### src/rtl/vga_text_console_writer_pkg.sv
// Shared screen geometry, control codes and FSM encoding for the text console writer
// and the VGA text slave it feeds.
package vga_text_pkg;

    localparam int COLS          = 80;
    localparam int ROWS          = 30;
    localparam int WORDS_PER_ROW = COLS / 4;
    localparam int SCREEN_WORDS  = ROWS * WORDS_PER_ROW;

    localparam logic [9:0] CTRL_ADDR = 10'd600;

    localparam logic [7:0] CC_CR = 8'h0D;
    localparam logic [7:0] CC_LF = 8'h0A;
    localparam logic [7:0] CC_BS = 8'h08;
    localparam logic [7:0] CC_FF = 8'h0C;

    typedef enum logic [2:0] {
        INIT_CLR,
        INIT_CTL,
        IDLE,
        WR_CHAR,
        CLR_ROW,
        CLR_ALL
    } state_t;

    function automatic logic [31:0] rep4(input logic [7:0] b);
        return {4{b}};
    endfunction

endpackage

### src/rtl/vga_text_console_writer_if.sv
// Character stream in, Avalon-MM VRAM writes out; master is the console writer side.
interface vga_text_console_writer_if;
    logic        CHAR_VALID;
    logic [7:0]  CHAR_DATA;
    logic        CHAR_READY;
    logic [9:0]  AVM_ADDR;
    logic        AVM_WRITE;
    logic [3:0]  AVM_BYTE_EN;
    logic [31:0] AVM_WRITEDATA;
    logic        AVM_WAITREQ;

    modport master (
        input  CHAR_VALID, CHAR_DATA, AVM_WAITREQ,
        output CHAR_READY, AVM_ADDR, AVM_WRITE, AVM_BYTE_EN, AVM_WRITEDATA
    );

    modport slave (
        output CHAR_VALID, CHAR_DATA, AVM_WAITREQ,
        input  CHAR_READY, AVM_ADDR, AVM_WRITE, AVM_BYTE_EN, AVM_WRITEDATA
    );
endinterface

### src/rtl/vga_text_console_writer_addr_gen.sv
// Maps a (row, col) cell to its VRAM word address and one-hot byte lane.
module vga_text_addr_gen
    import vga_text_pkg::*;
(
    input  logic [4:0] row_i,
    input  logic [6:0] col_i,
    output logic [9:0] addr_o,
    output logic [3:0] be_o
);
    assign addr_o = 10'(row_i) * 10'(WORDS_PER_ROW) + 10'(col_i[6:2]);
    assign be_o   = 4'b0001 << col_i[1:0];
endmodule

### src/rtl/vga_text_console_writer.sv
// Avalon-MM master converting a character stream into text-mode VRAM writes,
// with cursor tracking, control codes, screen/row clears and post-reset init.
module vga_text_console_writer
    import vga_text_pkg::*;
#(
    parameter logic [31:0] INIT_CTRL = 32'h01FE_0000,
    parameter logic [7:0]  BLANK     = 8'h00
) (
    input  logic                              CLK,
    input  logic                              RESET_N,
    vga_text_console_writer_if.master         bus,
    output logic [6:0]                        CURSOR_COL,
    output logic [4:0]                        CURSOR_ROW,
    output logic                              BUSY
);
    state_t      state_q, state_d;
    logic [6:0]  col_q, col_d;
    logic [4:0]  row_q, row_d;
    logic [9:0]  cnt_q, cnt_d;
    logic [7:0]  chr_q, chr_d;
    logic        bs_q, bs_d;
    logic        wr_q, wr_d;
    logic [9:0]  addr_q, addr_d;
    logic [3:0]  be_q, be_d;
    logic [31:0] data_q, data_d;

    logic [9:0]  gen_addr, sweep_len;
    logic [3:0]  gen_be;
    logic        done, issue_ok;

    // Column forced to 0 outside WR_CHAR so the same generator yields the row base for CLR_ROW.
    vga_text_addr_gen u_addr_gen (
        .row_i  (row_q),
        .col_i  ((state_q == WR_CHAR) ? col_q : 7'd0),
        .addr_o (gen_addr),
        .be_o   (gen_be)
    );

    assign done      = wr_q && !bus.AVM_WAITREQ;
    assign issue_ok  = !wr_q || !bus.AVM_WAITREQ;
    assign sweep_len = (state_q == CLR_ROW) ? 10'(WORDS_PER_ROW) : 10'(SCREEN_WORDS);

    always_comb begin
        state_d = state_q;
        col_d   = col_q;
        row_d   = row_q;
        cnt_d   = cnt_q;
        chr_d   = chr_q;
        bs_d    = bs_q;
        wr_d    = wr_q;
        addr_d  = addr_q;
        be_d    = be_q;
        data_d  = data_q;
        case (state_q)
            INIT_CLR, CLR_ALL, CLR_ROW: begin
                // cnt_q counts words already issued; the sweep ends when the last one completes.
                if (issue_ok) begin
                    if (wr_q && cnt_q == sweep_len) begin
                        cnt_d = '0;
                        if (state_q == INIT_CLR) begin
                            addr_d  = CTRL_ADDR;
                            be_d    = 4'hF;
                            data_d  = INIT_CTRL;
                            state_d = INIT_CTL;
                        end else begin
                            wr_d    = 1'b0;
                            state_d = IDLE;
                        end
                    end else begin
                        wr_d   = 1'b1;
                        addr_d = gen_addr + cnt_q;
                        be_d   = 4'hF;
                        data_d = rep4(BLANK);
                        cnt_d  = cnt_q + 10'd1;
                    end
                end
            end
            INIT_CTL: begin
                if (done) begin
                    wr_d    = 1'b0;
                    state_d = IDLE;
                end
            end
            IDLE: begin
                if (bus.CHAR_VALID) begin
                    case (bus.CHAR_DATA)
                        CC_CR: col_d = '0;
                        CC_LF: begin
                            if (row_q == 5'(ROWS - 1)) begin
                                row_d   = '0;
                                cnt_d   = '0;
                                state_d = CLR_ROW;
                            end else begin
                                row_d = row_q + 5'd1;
                            end
                        end
                        CC_BS: begin
                            if (col_q != '0) begin
                                col_d   = col_q - 7'd1;
                                chr_d   = BLANK;
                                bs_d    = 1'b1;
                                state_d = WR_CHAR;
                            end
                        end
                        CC_FF: begin
                            col_d   = '0;
                            row_d   = '0;
                            cnt_d   = '0;
                            state_d = CLR_ALL;
                        end
                        default: begin
                            chr_d   = bus.CHAR_DATA;
                            bs_d    = 1'b0;
                            state_d = WR_CHAR;
                        end
                    endcase
                end
            end
            WR_CHAR: begin
                if (!wr_q) begin
                    wr_d   = 1'b1;
                    addr_d = gen_addr;
                    be_d   = gen_be;
                    data_d = rep4(chr_q);
                end else if (done) begin
                    wr_d    = 1'b0;
                    state_d = IDLE;
                    if (!bs_q) begin
                        if (col_q == 7'(COLS - 1)) begin
                            col_d = '0;
                            if (row_q == 5'(ROWS - 1)) begin
                                row_d   = '0;
                                cnt_d   = '0;
                                state_d = CLR_ROW;
                            end else begin
                                row_d = row_q + 5'd1;
                            end
                        end else begin
                            col_d = col_q + 7'd1;
                        end
                    end
                end
            end
            default: state_d = INIT_CLR;
        endcase
    end

    always_ff @(posedge CLK or negedge RESET_N) begin
        if (!RESET_N) begin
            state_q <= INIT_CLR;
            col_q   <= '0;
            row_q   <= '0;
            cnt_q   <= '0;
            chr_q   <= '0;
            bs_q    <= 1'b0;
            wr_q    <= 1'b0;
            addr_q  <= '0;
            be_q    <= '0;
            data_q  <= '0;
        end else begin
            state_q <= state_d;
            col_q   <= col_d;
            row_q   <= row_d;
            cnt_q   <= cnt_d;
            chr_q   <= chr_d;
            bs_q    <= bs_d;
            wr_q    <= wr_d;
            addr_q  <= addr_d;
            be_q    <= be_d;
            data_q  <= data_d;
        end
    end

    assign bus.CHAR_READY    = (state_q == IDLE);
    assign bus.AVM_WRITE     = wr_q;
    assign bus.AVM_ADDR      = addr_q;
    assign bus.AVM_BYTE_EN   = be_q;
    assign bus.AVM_WRITEDATA = data_q;
    assign CURSOR_COL        = col_q;
    assign CURSOR_ROW        = row_q;
    assign BUSY              = (state_q != IDLE);
endmodule

### src/flat_wrapper.sv
// flat-port wrapper written by rule: the top's interface ports become plain ports
module vga_text_console_writer_flat import vga_text_pkg::*;
#(
    parameter logic [31:0] INIT_CTRL = 32'h01FE_0000,
    parameter logic [7:0]  BLANK     = 8'h00
)
  (CLK, RESET_N, CURSOR_COL, CURSOR_ROW, BUSY, bus_CHAR_VALID, bus_CHAR_DATA, bus_AVM_WAITREQ, bus_CHAR_READY, bus_AVM_ADDR, bus_AVM_WRITE, bus_AVM_BYTE_EN, bus_AVM_WRITEDATA);
  vga_text_console_writer_if bus_i ();
  input  logic CLK;
  input  logic RESET_N;
  output logic [6:0] CURSOR_COL;
  output logic [4:0] CURSOR_ROW;
  output logic BUSY;
  input wire logic [$bits(bus_i.CHAR_VALID)-1:0] bus_CHAR_VALID;
  input wire logic [$bits(bus_i.CHAR_DATA)-1:0] bus_CHAR_DATA;
  input wire logic [$bits(bus_i.AVM_WAITREQ)-1:0] bus_AVM_WAITREQ;
  output wire logic [$bits(bus_i.CHAR_READY)-1:0] bus_CHAR_READY;
  output wire logic [$bits(bus_i.AVM_ADDR)-1:0] bus_AVM_ADDR;
  output wire logic [$bits(bus_i.AVM_WRITE)-1:0] bus_AVM_WRITE;
  output wire logic [$bits(bus_i.AVM_BYTE_EN)-1:0] bus_AVM_BYTE_EN;
  output wire logic [$bits(bus_i.AVM_WRITEDATA)-1:0] bus_AVM_WRITEDATA;
  assign bus_i.CHAR_VALID = bus_CHAR_VALID;
  assign bus_i.CHAR_DATA = bus_CHAR_DATA;
  assign bus_i.AVM_WAITREQ = bus_AVM_WAITREQ;
  assign bus_CHAR_READY = bus_i.CHAR_READY;
  assign bus_AVM_ADDR = bus_i.AVM_ADDR;
  assign bus_AVM_WRITE = bus_i.AVM_WRITE;
  assign bus_AVM_BYTE_EN = bus_i.AVM_BYTE_EN;
  assign bus_AVM_WRITEDATA = bus_i.AVM_WRITEDATA;
  vga_text_console_writer #(.INIT_CTRL(INIT_CTRL), .BLANK(BLANK)) u_core (.CLK(CLK), .RESET_N(RESET_N), .bus(bus_i), .CURSOR_COL(CURSOR_COL), .CURSOR_ROW(CURSOR_ROW), .BUSY(BUSY));
endmodule
### config.mk
export PLATFORM = sky130hd
export DESIGN_NAME = vga_text_console_writer_flat
export DESIGN_NICKNAME = d
export VERILOG_FILES = /design/src/rtl/vga_text_console_writer_pkg.sv /design/src/rtl/vga_text_console_writer_if.sv /design/src/rtl/vga_text_console_writer_addr_gen.sv /design/src/rtl/vga_text_console_writer.sv /design/src/flat_wrapper.sv
export SDC_FILE = /design/constraint.sdc
export NUM_CORES = 1
export LEC_CHECK = 0
export ABC_AREA = 0
export CORE_AREA = 2 2 109 111
export DETAILED_ROUTE_END_ITERATION = 8
export DIE_AREA = 0 0 111 113
export PLACE_DENSITY = 0.57
export RECOVER_POWER = 50
export SLEW_MARGIN = 20
export SYNTH_ARGS = -nofsm -noshare
export SYNTH_HDL_FRONTEND = slang
export SYNTH_SLANG_ARGS = --single-unit
### constraint.sdc
create_clock -name CLK -period 4.31 [get_ports CLK]
set_input_delay 0.6465 -clock CLK [delete_from_list [all_inputs] [get_ports CLK]]
set_output_delay 0.6465 -clock CLK [all_outputs]
set_load 0.01 [all_outputs]
==> impl_table.tex <==
\begin{tabular}{lr}
\hline
Metric & Value \\
\hline
\multicolumn{2}{l}{\textbf{Timing}} \\
\quad Pin slew with the least headroom to its limit & roughly 2.1 ns \\
\quad Final Hold Slack & roughly 0.48 ns \\
\quad F\_max & roughly 0.27 GHz \\
\quad Hold violation count in the final report & 0 \\
\quad Fin Setup TNS & 0 ns \\
\quad Slew Limit Headroom & -0.4262 \\
\quad Setup clock skew after layout & between 0.009 and 0.01 ns \\
\quad Final count of pins violating max slew & 68 \\
\quad Clock period minus final worst setup slack & $\sim$3.7 ns \\
\quad Final setup vio count & 0 \\
\quad Final cycle utilization of the critical path & 0.8545 \\
\quad Min setup slack post-route & approximately 0.63 ns \\
\quad Setup repair after global routing missed its margin & no \\
\multicolumn{2}{l}{\textbf{Placed design}} \\
\quad Sum of net half-perimeters after detailed placement & between 8 and 9 mm \\
\quad Input/output buffers & 72 \\
\quad RD Place Congestion & approximately 0.87 \\
\quad Worst-case setup slack after placement & between 0.6 and 0.7 ns \\
\quad Inst Count DP & between 600 and 700 \\
\multicolumn{2}{l}{\textbf{Synth}} \\
\quad Fraction of synthesized cell area in xor and xnor cells & 0.02778 \\
\quad Share of flip-flops with an asynchronous set or reset after synthesis & 1.000 \\
\quad Share of synthesized area occupied by flip-flops and latches & 0.3685 \\
\quad Synthesis warning total & 0 \\
\quad Count of state elements after synthesis & 65 \\
\quad Mean area per synthesized cell & between 8 and 9 um2 \\
\quad Syn\_nets & roughly 550 \\
\quad Netlist area before placement & 4414 um2 \\
\quad Prevailing post-synth register cell & sky130\_fd\_sc\_hd\_\_dfrtp\_1 \\
\quad Synth Instances & 510 \\
\quad Number of unique standard cell types used by synthesis & 65 \\
\quad Synth Area in Adders & 0.08730 \\
\quad Compound-Gate Fraction of Synth Area & 0.2251 \\
\quad Share of cell area taken by muxes after synthesis & 0.02012 \\
\quad Number of enable flip-flop cells after synthesis & 0 \\
\quad Largest family of logic cells by synthesized area & compound AO/OA/AOI/OAI gates \\
\quad Simple logic cell fraction of the synthesized area & 0.2078 \\
\multicolumn{2}{l}{\textbf{Final layout}} \\
\quad Net count, final & around 600 \\
\quad Final instance count without filler cells & 708 \\
\quad Multi-input gate area in the final layout & around 2500 um2 \\
\quad Fraction of final layout cells with drive strength greater than 1 & 0.06372 \\
\quad Register area & approximately 1600 um2 \\
\quad ANT cells & 0 \\
\quad Area growth from synthesis to layout & 22.82\% \\
\quad Fill cells & around 1100 \\
\multicolumn{2}{l}{\textbf{Floorplanning}} \\
\quad Die span in y & around 110 um \\
\quad Starting Density & 0.3916 \\
\quad Area of the core & around 11000 um2 \\
\quad Number of rows created at floorplan & 39 \\
\quad Area of the die & 12540 um2 \\
\quad Die Span X & 111 um \\
\quad Ports placed on the boundary & 73 \\
\multicolumn{2}{l}{\textbf{Run}} \\
\quad Number of maximum-capacitance constraint violations & 2 \\
\multicolumn{2}{l}{\textbf{Clock network}} \\
\quad Number of cells upsized or downsized after cts & 0 \\
\quad Number of buffers created by CTS & 9 \\
\quad Clock slew seen by the registers of the worst setup and hold paths & about 0.060 ns \\
\quad Max Buffers Root-to-Sink & 2 \\
\quad Count of H-tree levels built during CTS & 3 \\
\quad Clk Latency, worst-skew pair & 0.34 ns \\
\quad CTS hold repair buffers & 0 \\
\quad Clk sinks & 65 \\
\quad Clock root buffer master & sky130\_fd\_sc\_hd\_\_clkbuf\_16 \\
\quad CTS tree & built \\
\quad Post-CTS repair timing setup buffer count & 0 \\
\multicolumn{2}{l}{\textbf{Global routing}} \\
\quad Pin count of the biggest net entering global routing & 38 \\
\quad Initial antenna violation count & 0 \\
\quad Wire length of the first global-routing pass & 20.13 mm \\
\quad GRT Resource Usage Total & 0.1996 \\
\quad Number of global-route vias before repair & just under 4000 \\
\quad Final global-route overflow total & 0 \\
\multicolumn{2}{l}{\textbf{Route}} \\
\quad Routed WL per cell & approximately 17 um \\
\quad \# DRC & 0 \\
\quad Routed wire length & 12.15 mm \\
\quad Number of routed nets with antenna violations & 0 \\
\quad Via-per-instance ratio & $\sim$5.6 \\
\quad Iteration-0 DRC Markers & 272 \\
\quad TritonRoute pass-1 iters & 5 \\
\quad Number of vias after detailed routing & about 4000 \\
\multicolumn{2}{l}{\textbf{Critical path}} \\
\quad Path type of the worst setup path & register to register \\
\quad Required time at the endpoint of the critical path & 4.52 ns \\
\quad Biggest fanout along the worst timing path & 13 \\
\quad Worst setup EP type & register \\
\quad Endpoint arrival time on the critical path & a little under 4 ns \\
\quad CP Launch Type & register \\
\multicolumn{2}{l}{\textbf{Power}} \\
\quad P per Cell Area & between 700 and 800 nW/um2 \\
\quad Leakage power total & 2.369 nW \\
\quad Worst vdd rail ir drop & between 300 and 400 uV \\
\multicolumn{2}{l}{\textbf{Outcome}} \\
\quad Violations in the final reports & capacitance limit, slew limit \\
\quad Status & finished, violations left \\
\multicolumn{2}{l}{\textbf{Hold path}} \\
\quad Class of the worst hold path & register to register \\
\hline
\end{tabular}
## report_power, final
part,switching [mW],total [mW],internal (mW)
combinational,1.30,2.37,1.06
sequential,0.350,1.21,0.864
clock,0.296,0.743,0.446
total,1.95,4.32,2.37
## cells in the mapped netlist, types with 6 or more instances
| cell | number | area, um2 |
|---|---|---|
| sky130_fd_sc_hd__nor2_1 | 32 | 120.1 |
| sky130_fd_sc_hd__mux2_1 | 6 | 67.56 |
| sky130_fd_sc_hd__a21oi_1 | 52 | 260.3 |
| sky130_fd_sc_hd__nor2b_1 | 7 | 43.79 |
| sky130_fd_sc_hd__nand2_1 | 63 | 236.5 |
| sky130_fd_sc_hd__dfrtp_1 | 65 | 1627 |
| sky130_fd_sc_hd__nand3_1 | 30 | 150.1 |
| sky130_fd_sc_hd__o21ai_0 | 18 | 90.09 |
| sky130_fd_sc_hd__buf_4 | 16 | 120.1 |
| sky130_fd_sc_hd__xor2_1 | 7 | 61.31 |
| sky130_fd_sc_hd__and3_1 | 7 | 43.79 |
| sky130_fd_sc_hd__o22ai_1 | 8 | 50.05 |
| sky130_fd_sc_hd__clkbuf_1 | 8 | 30.03 |
| sky130_fd_sc_hd__inv_1 | 15 | 56.30 |
| sky130_fd_sc_hd__o21ai_1 | 23 | 115.1 |
| sky130_fd_sc_hd__a31oi_1 | 19 | 118.9 |
| sky130_fd_sc_hd__ha_1 | 26 | 325.3 |
| sky130_fd_sc_hd__nand2b_1 | 6 | 37.54 |
| sky130_fd_sc_hd__buf_2 | 14 | 70.07 |
| sky130_fd_sc_hd__xnor2_1 | 7 | 61.31 |
## cell type report
cell class / instances / area share
timing repair buffer: 78 / 0.1394
inverter: 15 / 0.01039
tap: 143 / 0.03300
sequential: 65 / 0.3000
multi-input combinational: 391 / 0.4625
clock inverter: 7 / 0.01315
clock buffer: 9 / 0.04154
## path summary, 6_finish.rpt
kind | slack (ns) | startpoint | end | cells after the start
setup / recovery | 0.63 | u_core.state_q[2]$_DFFE_PN0P_ | u_core.bus.AVM_ADDR[8]$_DFFE_PN0P_ | 14
hold / removal | 0.48 | u_core.bus.AVM_WRITEDATA[24]$_DFFE_PN0P_ | u_core.bus.AVM_WRITEDATA[24]$_DFFE_PN0P_ | 2
setup reg to reg | 0.63 | u_core.state_q[2]$_DFFE_PN0P_ | u_core.bus.AVM_ADDR[8]$_DFFE_PN0P_ | 14
hold reg to reg | 0.48 | u_core.bus.AVM_WRITEDATA[24]$_DFFE_PN0P_ | u_core.bus.AVM_WRITEDATA[24]$_DFFE_PN0P_ | 2
max in group asynchronous | 1.04 | RESET_N | u_core.chr_q[7]$_DFFE_PN0P_ | 2
min in group asynchronous | 0.93 | RESET_N | u_core.bus.AVM_WRITEDATA[29]$_DFFE_PN0P_ | 1
## per-stage QoR
step,power (mW),cell area [um2],util
after floorplan,2.756,4414,-
after global placement,3.601,5130,0.4551
after detailed placement,3.630,5130,0.4551
after CTS,4.390,5426,0.4814
after global routing,4.672,5421,0.4810
final,4.323,5421,0.4810
## flip-flops by register name (all words and copies together) (netlist names)
register and cells:
u_core.state_q 3, u_core.CURSOR_ROW 5, u_core.bus.AVM_BYTE_EN 4, u_core.cnt_q 10, u_core.bus.AVM_WRITE 1, u_core.bus.AVM_ADDR 10
u_core.bus.AVM_WRITEDATA 16, u_core.CURSOR_COL 7, u_core.chr_q 8, u_core.bs_q 1
## critical path, cell delays in order (launching register included)
cell and delay, ns:
sky130_fd_sc_hd__dfrtp_1 0.57, sky130_fd_sc_hd__inv_1 0.12, sky130_fd_sc_hd__and3_1 0.28, sky130_fd_sc_hd__and2_1 0.22
sky130_fd_sc_hd__ha_1 0.27, sky130_fd_sc_hd__a21o_1 0.15, sky130_fd_sc_hd__a21oi_1 0.30, sky130_fd_sc_hd__xnor2_1 0.20
sky130_fd_sc_hd__ha_1 0.33, sky130_fd_sc_hd__and3_1 0.17, sky130_fd_sc_hd__a21oi_1 0.18, sky130_fd_sc_hd__a31oi_1 0.13
sky130_fd_sc_hd__or3_1 0.33, sky130_fd_sc_hd__a32oi_1 0.21, sky130_fd_sc_hd__a21oi_1 0.08
## cell families after synthesis
kind of cell | after synthesis
mux | 8
flops | 65
buf+inv | 54
xor+xnor | 14
simple gates | 181
compound gates | 159
fa+ha+maj | 29
## per-layer routing
layer / up-vias / part of all wire / track usage / routed length (um)
met4: 0 / 0.025 / 0.08917 / 304
li1: 1927 / - / - / -
met1: 1907 / 0.48 / 0.2814 / 5799
met3: 24 / 0.052 / 0.02303 / 626
met2: 140 / 0.45 / 0.3108 / 5416
met5: - / 0 / 0 / 0
## placed cells by master, fill, tap and decap left out, types with 3 or more instances in the layout
master,n
sky130_fd_sc_hd__clkdlybuf4s50_1,41
sky130_fd_sc_hd__dfrtp_1,65
sky130_fd_sc_hd__fa_1,3
sky130_fd_sc_hd__nor2b_1,7
sky130_fd_sc_hd__nor2_1,32
sky130_fd_sc_hd__dlygate4sd3_1,30
sky130_fd_sc_hd__a21oi_1,52
sky130_fd_sc_hd__nor3_1,5
sky130_fd_sc_hd__ha_1,26
sky130_fd_sc_hd__o21ai_1,23
sky130_fd_sc_hd__nand4_1,4
sky130_fd_sc_hd__o31ai_2,4
sky130_fd_sc_hd__o21ai_0,18
sky130_fd_sc_hd__nand2_1,63
sky130_fd_sc_hd__xor2_1,7
sky130_fd_sc_hd__buf_4,5
sky130_fd_sc_hd__o21a_1,4
sky130_fd_sc_hd__clkbuf_16,9
sky130_fd_sc_hd__inv_1,15
sky130_fd_sc_hd__and2_1,5
sky130_fd_sc_hd__nand3_1,30
sky130_fd_sc_hd__o31ai_1,3
sky130_fd_sc_hd__or3_1,4
sky130_fd_sc_hd__mux2_1,6
sky130_fd_sc_hd__a31oi_1,19
sky130_fd_sc_hd__o22ai_1,8
sky130_fd_sc_hd__a21o_1,5
sky130_fd_sc_hd__xnor2_1,7
sky130_fd_sc_hd__nand2b_1,6
sky130_fd_sc_hd__clkinvlp_4,3
sky130_fd_sc_hd__or2_1,3
sky130_fd_sc_hd__and3_1,7
Power figures use the tool's default switching activity.
